**config.mk**
```make
export PLATFORM = sky130hd
export DESIGN_NAME = alu_seq_flat
export DESIGN_NICKNAME = d
export VERILOG_FILES = /design/src/rtl/alu_seq_if.sv /design/src/rtl/alu_seq.sv /design/src/flat_wrapper.sv
export SDC_FILE = /design/constraint.sdc
export NUM_CORES = 1
export LEC_CHECK = 0
export ABC_AREA = 1
export ABC_CLOCK_PERIOD_IN_PS = 2300
export CORE_ASPECT_RATIO = 1.1
export CORE_MARGIN = 5
export CORE_UTILIZATION = 50
export CTS_BUF_LIST = sky130_fd_sc_hd__clkbuf_16
export DETAILED_ROUTE_END_ITERATION = 12
export PLACE_DENSITY = 0.71
export SLEW_MARGIN = 20
export SYNTH_ARGS = -nofsm -noshare
export SYNTH_HDL_FRONTEND = slang
export SYNTH_SLANG_ARGS = --single-unit
export TNS_END_PERCENT = 30
```
**constraint.sdc**
```tcl
create_clock -name clk -period 2.3 [get_ports clk]
set_clock_uncertainty 0.2 [all_clocks]
set_input_delay 0.46 -clock clk [delete_from_list [all_inputs] [get_ports clk]]
set_output_delay 0.46 -clock clk [all_outputs]
set_load 0.005 [all_outputs]
```
**src/rtl/alu_seq_if.sv**
```systemverilog
// alu_seq_if: operand/opcode request and registered result bundle for alu_seq
interface alu_seq_if #(parameter int WIDTH = 4);
  logic [WIDTH-1:0] A;
  logic [WIDTH-1:0] B;
  logic             C1;
  logic [2:0]       O;
  logic             in_valid;
  logic             in_ready;
  logic [WIDTH-1:0] S;
  logic [WIDTH-1:0] H;
  logic             C2;
  logic             Z;
  logic             out_valid;
  modport master (output A, B, C1, O, in_valid, input in_ready, S, H, C2, Z, out_valid);
  modport slave  (input A, B, C1, O, in_valid, output in_ready, S, H, C2, Z, out_valid);
endinterface

```
**src/rtl/alu_seq.sv**
```systemverilog
// alu_seq: single-cycle ALU ops plus a WIDTH-cycle shift-add multiplier
module alu_seq #(
  parameter int WIDTH = 4,
  parameter int CNT_W = 3
) (
  input logic       clk,
  input logic       rst_n,
  alu_seq_if.slave  bus
);
  localparam int W2 = 2 * WIDTH;
  typedef enum logic {IDLE, MUL} state_t;
  state_t           state_q, state_d;
  logic [WIDTH-1:0] s_q, s_d, h_q, h_d;
  logic             c2_q, c2_d, z_q, z_d, ov_q, ov_d;
  logic [W2-1:0]    mcand_q, mcand_d, acc_q, acc_d, acc_step;
  logic [WIDTH-1:0] mplier_q, mplier_d;
  logic [CNT_W-1:0] cnt_q, cnt_d;
  logic [WIDTH-1:0] alu_s;
  logic             alu_c;
  logic [WIDTH:0]   add_r, sub_r;
  logic             accept;
  // Ready is withheld while in reset so nothing is accepted before release.
  assign bus.in_ready  = rst_n && state_q == IDLE;
  assign bus.S         = s_q;
  assign bus.H         = h_q;
  assign bus.C2        = c2_q;
  assign bus.Z         = z_q;
  assign bus.out_valid = ov_q;
  assign accept        = bus.in_valid && bus.in_ready;
  assign acc_step      = mplier_q[0] ? acc_q + mcand_q : acc_q;
  // Single-cycle result for opcodes 000-110; the borrow is the sign bit of the widened difference.
  always_comb begin
    add_r = {1'b0, bus.A} + {1'b0, bus.B} + {{WIDTH{1'b0}}, bus.C1};
    sub_r = {1'b0, bus.A} - {1'b0, bus.B} - {{WIDTH{1'b0}}, bus.C1};
    alu_s = '0;
    alu_c = 1'b0;
    case (bus.O)
      3'd0: {alu_c, alu_s} = add_r;
      3'd1: {alu_c, alu_s} = sub_r;
      3'd2: alu_s = bus.A & bus.B;
      3'd3: alu_s = bus.A | bus.B;
      3'd4: alu_s = bus.A ^ bus.B;
      3'd5: {alu_c, alu_s} = {bus.A, bus.C1};
      3'd6: {alu_s, alu_c} = {bus.C1, bus.A};
      default: ;
    endcase
  end
  // Next-state: accept in IDLE, or one shift-add step per cycle in MUL with the result on the last step.
  always_comb begin
    state_d  = state_q;
    s_d      = s_q;
    h_d      = h_q;
    c2_d     = c2_q;
    z_d      = z_q;
    ov_d     = 1'b0;
    mcand_d  = mcand_q;
    mplier_d = mplier_q;
    acc_d    = acc_q;
    cnt_d    = cnt_q;
    if (state_q == IDLE && accept && bus.O == 3'd7) begin
      mcand_d  = {{WIDTH{1'b0}}, bus.A};
      mplier_d = bus.B;
      acc_d    = '0;
      cnt_d    = '0;
      state_d  = MUL;
    end else if (state_q == IDLE && accept) begin
      s_d  = alu_s;
      h_d  = '0;
      c2_d = alu_c;
      z_d  = alu_s == '0;
      ov_d = 1'b1;
    end else if (state_q == MUL) begin
      acc_d    = acc_step;
      mcand_d  = mcand_q << 1;
      mplier_d = mplier_q >> 1;
      cnt_d    = cnt_q + 1'b1;
      if (cnt_q == CNT_W'(WIDTH - 1)) begin
        state_d = IDLE;
        s_d     = acc_step[WIDTH-1:0];
        h_d     = acc_step[W2-1:WIDTH];
        c2_d    = 1'b0;
        z_d     = acc_step == '0;
        ov_d    = 1'b1;
      end
    end
  end
  // All state, including the multiplier datapath, clears asynchronously so reset aborts a MUL.
  always_ff @(posedge clk or negedge rst_n) begin
    if (!rst_n) begin
      state_q  <= IDLE;
      s_q      <= '0;
      h_q      <= '0;
      c2_q     <= 1'b0;
      z_q      <= 1'b0;
      ov_q     <= 1'b0;
      mcand_q  <= '0;
      mplier_q <= '0;
      acc_q    <= '0;
      cnt_q    <= '0;
    end else begin
      state_q  <= state_d;
      s_q      <= s_d;
      h_q      <= h_d;
      c2_q     <= c2_d;
      z_q      <= z_d;
      ov_q     <= ov_d;
      mcand_q  <= mcand_d;
      mplier_q <= mplier_d;
      acc_q    <= acc_d;
      cnt_q    <= cnt_d;
    end
  end
endmodule

```
**src/flat_wrapper.sv**
```systemverilog
// flat-port wrapper written by rule: the top's interface ports become plain ports
module alu_seq_flat 
#(
  parameter int WIDTH = 4,
  parameter int CNT_W = 3
)
  (clk, rst_n, bus_A, bus_B, bus_C1, bus_O, bus_in_valid, bus_in_ready, bus_S, bus_H, bus_C2, bus_Z, bus_out_valid);
  alu_seq_if #(.WIDTH(WIDTH)) bus_i ();
  input logic clk;
  input logic rst_n;
  input wire logic [$bits(bus_i.A)-1:0] bus_A;
  input wire logic [$bits(bus_i.B)-1:0] bus_B;
  input wire logic [$bits(bus_i.C1)-1:0] bus_C1;
  input wire logic [$bits(bus_i.O)-1:0] bus_O;
  input wire logic [$bits(bus_i.in_valid)-1:0] bus_in_valid;
  output wire logic [$bits(bus_i.in_ready)-1:0] bus_in_ready;
  output wire logic [$bits(bus_i.S)-1:0] bus_S;
  output wire logic [$bits(bus_i.H)-1:0] bus_H;
  output wire logic [$bits(bus_i.C2)-1:0] bus_C2;
  output wire logic [$bits(bus_i.Z)-1:0] bus_Z;
  output wire logic [$bits(bus_i.out_valid)-1:0] bus_out_valid;
  assign bus_i.A = bus_A;
  assign bus_i.B = bus_B;
  assign bus_i.C1 = bus_C1;
  assign bus_i.O = bus_O;
  assign bus_i.in_valid = bus_in_valid;
  assign bus_in_ready = bus_i.in_ready;
  assign bus_S = bus_i.S;
  assign bus_H = bus_i.H;
  assign bus_C2 = bus_i.C2;
  assign bus_Z = bus_i.Z;
  assign bus_out_valid = bus_i.out_valid;
  alu_seq #(.WIDTH(WIDTH), .CNT_W(CNT_W)) u_core (.clk(clk), .rst_n(rst_n), .bus(bus_i));
endmodule
```
==> results.md, run 1 <==
- The flow ran to the end, and the final reports show no timing, DRC or antenna violations.
- Across all setup checks in the final design, the least slack found is 61.96 ps.
- For this run, the number of Yosys warnings is 0.
- The min-delay analysis places its worst path in the category input port to asynchronous set/reset pin.
- The number of nets in the synthesized netlist is 392.
- The post-detailed-placement half-perimeter wirelength is 5413 um.
- The die is 87.34 um tall.
- The die width is 80.31 um.
- The library cell used most frequently in the layout, excluding fill and tap cells, is sky130_fd_sc_hd__nand2_1.
- The remaining global-route overflow is 0.
- The count of distinct cell types in the synthesized netlist is 37.
- Setup violations remaining at the end of the flow were counted as 0.
- TritonCTS built the clock tree.
- The final weighted congestion in routability-driven placement is 0.9448.
- The worst setup path is launched from an input port.
- Summed over all layers, the routed wires come to 6875 um.
- Measured against its own limit, the worst slew margin works out to 69.51%.
- The required time of the critical path is 2310 ps.
- The number of clock sinks is 35.
- In the routed design, unresolved DRC markers number 0.
- The maximum number of pins on one net before global-route repair is 36.
- The count of nets left with antenna violations once routing finished came out at 0.
- The average instance in the mapped netlist occupies 7.790 um2.
- The wire length of the first global-routing pass is 11690 um.
- The initial antenna violation count is 0.
- The initialized floorplan defines 28 standard-cell rows.
- The endpoint arrival time on the critical path is 2250 ps.
- The floorplan step defined a core boundary enclosing 5325 um2.
- 0 antenna diodes ended up in the layout.
- The final layout contains 460 nets.
- The final critical path takes up 97.31% of the cycle.
- The area added between synthesis and finish is 30.05%.
- Dividing total power by cell area gives a power density of 994.5 nW/um2.
- In this run, the number of DRC markers left after iteration 0 of detailed routing was 207.
- In the final routed layout, each cell accounts on average for 13.95 um.
- Once placement finished, the instance area stood at 3297 um2.
- The layout has 470 filler cells.
- During I/O placement, the number of pins put on the boundary was 27.
- The number of hold violations in the final report is 0.
- The worst-margin pin slew is 457.4 ps.
- Sequential elements use 32.21% of the synthesized area.
- The first TritonRoute pass finished after 4 iterations.
- For this run, the top clock speed supported by timing is 0.4468 GHz.
- The worst-case setup slack after placement is -663.2 ps.
- IR analysis of the VDD net gives a maximum drop of 0.0005611 V.
- Counting flops and latches in the post-synthesis netlist gives 35.
- In this run, CTS created clock tree buffers numbering 5.
- The kind of critical path is input port to flip-flop.
- The starting density of the core is 51.06%.
- The post-synthesis instance total is 349.
- Across all register-to-register paths, the minimum setup slack is 70 ps.
- The number of global-route vias before repair is 2506.
- The number of slew-limit violations in the final report is 0.
- The floorplan step defined a die boundary enclosing 7014 um2.
- Global routing used 21.29% of the available tracks across all layers.
- Clock-pin slew was measured on the worst setup and hold paths at 60 ps.
- The number of buffers inserted by hold repair at cts is 0.
- Setup repair after global routing could not meet its margin everywhere.
- The maximum buffer depth of the clock tree is 2.
- The cell leakage power is 1.792 nW.
- The buffer cell driving the clock tree root is sky130_fd_sc_hd__clkbuf_16.
- The element type at the critical path end is a flip-flop.
- After layout, the minimum clock period comes to 2238 ps.
- The CTS H-tree depth is 2.
- In this run the worst path has a maximum fanout of 3.
- The post-synthesis instance area is 2719 um2.
- The clock reaches the later pin of the worst-skew pair after 280 ps.
- The share of final-layout standard cells stronger than drive strength 1 is 24.16%.
- Input and output buffers added on the ports amount to 26.
- The number of maximum-capacitance violations is 0.
- In the layout the commonest cells are sky130_fd_sc_hd__nand2_1 (80), sky130_fd_sc_hd__inv_1 (45), sky130_fd_sc_hd__buf_4 (41).
- The routed via count is 2558.
- Summing all non-filler instances in the final layout gives an area of 3536 um2.
- The per-cell via count in the routed design is 5.189.
-- synthesized netlist by cell type --
master,n,area share [%]
sky130_fd_sc_hd__o221ai_1,3,0.97
sky130_fd_sc_hd__nand4_1,13,3.0
sky130_fd_sc_hd__nor3_1,1,0.18
sky130_fd_sc_hd__o2111ai_1,1,0.32
sky130_fd_sc_hd__nor2_4,3,1.2
sky130_fd_sc_hd__nand2_1,81,11
sky130_fd_sc_hd__nand3_2,1,0.37
sky130_fd_sc_hd__o21ai_0,16,2.9
sky130_fd_sc_hd__clkbuf_1,1,0.14
sky130_fd_sc_hd__xnor2_1,3,0.97
sky130_fd_sc_hd__o21ai_2,1,0.32
sky130_fd_sc_hd__or2_1,1,0.23
sky130_fd_sc_hd__or2_2,1,0.23
sky130_fd_sc_hd__o22ai_1,1,0.23
sky130_fd_sc_hd__ha_1,23,11
sky130_fd_sc_hd__nor2_2,2,0.46
sky130_fd_sc_hd__buf_12,1,0.74
sky130_fd_sc_hd__a22o_1,3,0.97
sky130_fd_sc_hd__o21ai_1,1,0.18
sky130_fd_sc_hd__o22ai_2,10,4.6
sky130_fd_sc_hd__buf_4,1,0.28
sky130_fd_sc_hd__a32o_1,1,0.37
sky130_fd_sc_hd__nand2_4,1,0.41
sky130_fd_sc_hd__a21oi_1,7,1.3
sky130_fd_sc_hd__nand3_4,1,0.64
sky130_fd_sc_hd__nor2_1,29,4.0
sky130_fd_sc_hd__buf_6,2,0.83
sky130_fd_sc_hd__o211ai_1,2,0.55
sky130_fd_sc_hd__buf_2,3,0.55
sky130_fd_sc_hd__nand3_1,32,5.9
sky130_fd_sc_hd__a22oi_1,3,0.83
sky130_fd_sc_hd__inv_4,2,0.46
sky130_fd_sc_hd__inv_1,50,6.9
sky130_fd_sc_hd__fa_1,5,3.7
sky130_fd_sc_hd__inv_2,7,0.97
sky130_fd_sc_hd__dfrtp_1,35,32
sky130_fd_sc_hd__nand3b_1,1,0.28
-- cell families after synthesis --
kind of cell    after synthesis  share of synthesized area (%)
flops                        35                          32.21
buf+inv                      67                          10.86
fa+ha+maj                    28                          14.27
compound gates               49                          13.58
simple gates                167                          28.12
xor+xnor                      3                         0.9666
-- metal layers --
| metal | wire length (um) | vias up | track usage (%) |
|---|---|---|---|
| met5 | 0 | - | 0 |
| li1 | - | 1290 | - |
| met2 | 3560 | 65 | 36.97 |
| met1 | 2834 | 1186 | 25.83 |
| met3 | 294 | 17 | 4.141 |
| met4 | 186 | 0 | 8.295 |
-- critical path, cell delays in order --
cell                              delay [ps]
sky130_fd_sc_hd__clkdlybuf4s15_2         210
sky130_fd_sc_hd__fa_2                    560
sky130_fd_sc_hd__ha_1                    240
sky130_fd_sc_hd__xnor2_1                 140
sky130_fd_sc_hd__nor2_1                   50
sky130_fd_sc_hd__nor2_1                   90
sky130_fd_sc_hd__nand2_1                 100
sky130_fd_sc_hd__nor2_1                  120
sky130_fd_sc_hd__nand3_1                  80
sky130_fd_sc_hd__nand2_1                  60
sky130_fd_sc_hd__nor2_1                   40
sky130_fd_sc_hd__nor2_1                   80
-- metrics by stage --
stage          power (mW)  setup TNS, ps  utilization (%)  hold slack (ps)  cells
5_1_grt             3.814         -166.6            66.40            159.3    493
3_3_place_gp        2.776          -3106            61.91            268.4    480
2_1_floorplan       2.191              0                -           -35.59    349
3_5_place_dp        2.832          -3420            61.91            275.0    480
4_1_cts             3.501              0            65.67            125.2    490
6_report            3.516              0            66.40            107.5    493
-- sequential cells by signal (all words and copies together), names as in the netlist --
| register | cells |
|---|---|
| u_core.acc_q | 8 |
| u_core.bus.C2 | 1 |
| u_core.bus.H | 4 |
| u_core.bus.S | 4 |
| u_core.bus.Z | 1 |
| u_core.bus.out_valid | 1 |
| u_core.cnt_q | 3 |
| u_core.mcand_q | 8 |
| u_core.mplier_q | 4 |
| u_core.state_q | 1 |
-- final timing paths --
check,startpoint,endpoint,cells after the start
hold reg to reg,u_core.bus.S[0],u_core.bus.S[0],2
max in group asynchronous,rst_n,u_core.acc_q[2],2
setup reg to reg,u_core.acc_q[0],u_core.bus.Z,12
setup / recovery,bus_B[0],u_core.bus.Z,12
min in group clk,u_core.bus.S[0],u_core.bus.S[0],2
hold / removal,rst_n,u_core.acc_q[6],2
-- report_power, final --
part	switching [mW]	internal, mW	total (mW)
combinational	1.04	0.819	1.86
sequential	0.169	0.851	1.02
clock	0.244	0.395	0.639
-- layout make-up --
| cell class | instances | area [um2] | area share, % |
|---|---|---|---|
| timing repair buffer | 69 | 589.3 | 16.67 |
| inverter | 59 | 226.5 | 6.405 |
| clock inverter | 3 | 16.27 | 0.4600 |
| tap | 75 | 93.84 | 2.654 |
| multi-input combinational | 247 | 1609 | 45.51 |
| clock buffer | 5 | 125.1 | 3.539 |
| sequential | 35 | 875.8 | 24.77 |
-- timing repair --
action / CTS / global route
pin swaps: 7 / 7
gates cloned: 0 / 0
endpoints found under the setup margin: 6 / 6
buffers inserted: 2 / 3
gates resized for setup: 27 / 10
No activity file was read; power rests on OpenSTA's default activity.
==> run 2, diff against run 1 <==
--- a/config.mk
+++ b/config.mk
@@ -11,6 +11,7 @@
 export CORE_MARGIN = 5
 export CORE_UTILIZATION = 50
 export CTS_BUF_LIST = sky130_fd_sc_hd__clkbuf_16
+export CTS_CLUSTER_DIAMETER = 30
 export DETAILED_ROUTE_END_ITERATION = 12
 export PLACE_DENSITY = 0.71
 export SLEW_MARGIN = 20
==> results of run 2 <==
The final DEF is identical to that of run 1; final timing and power are the same.
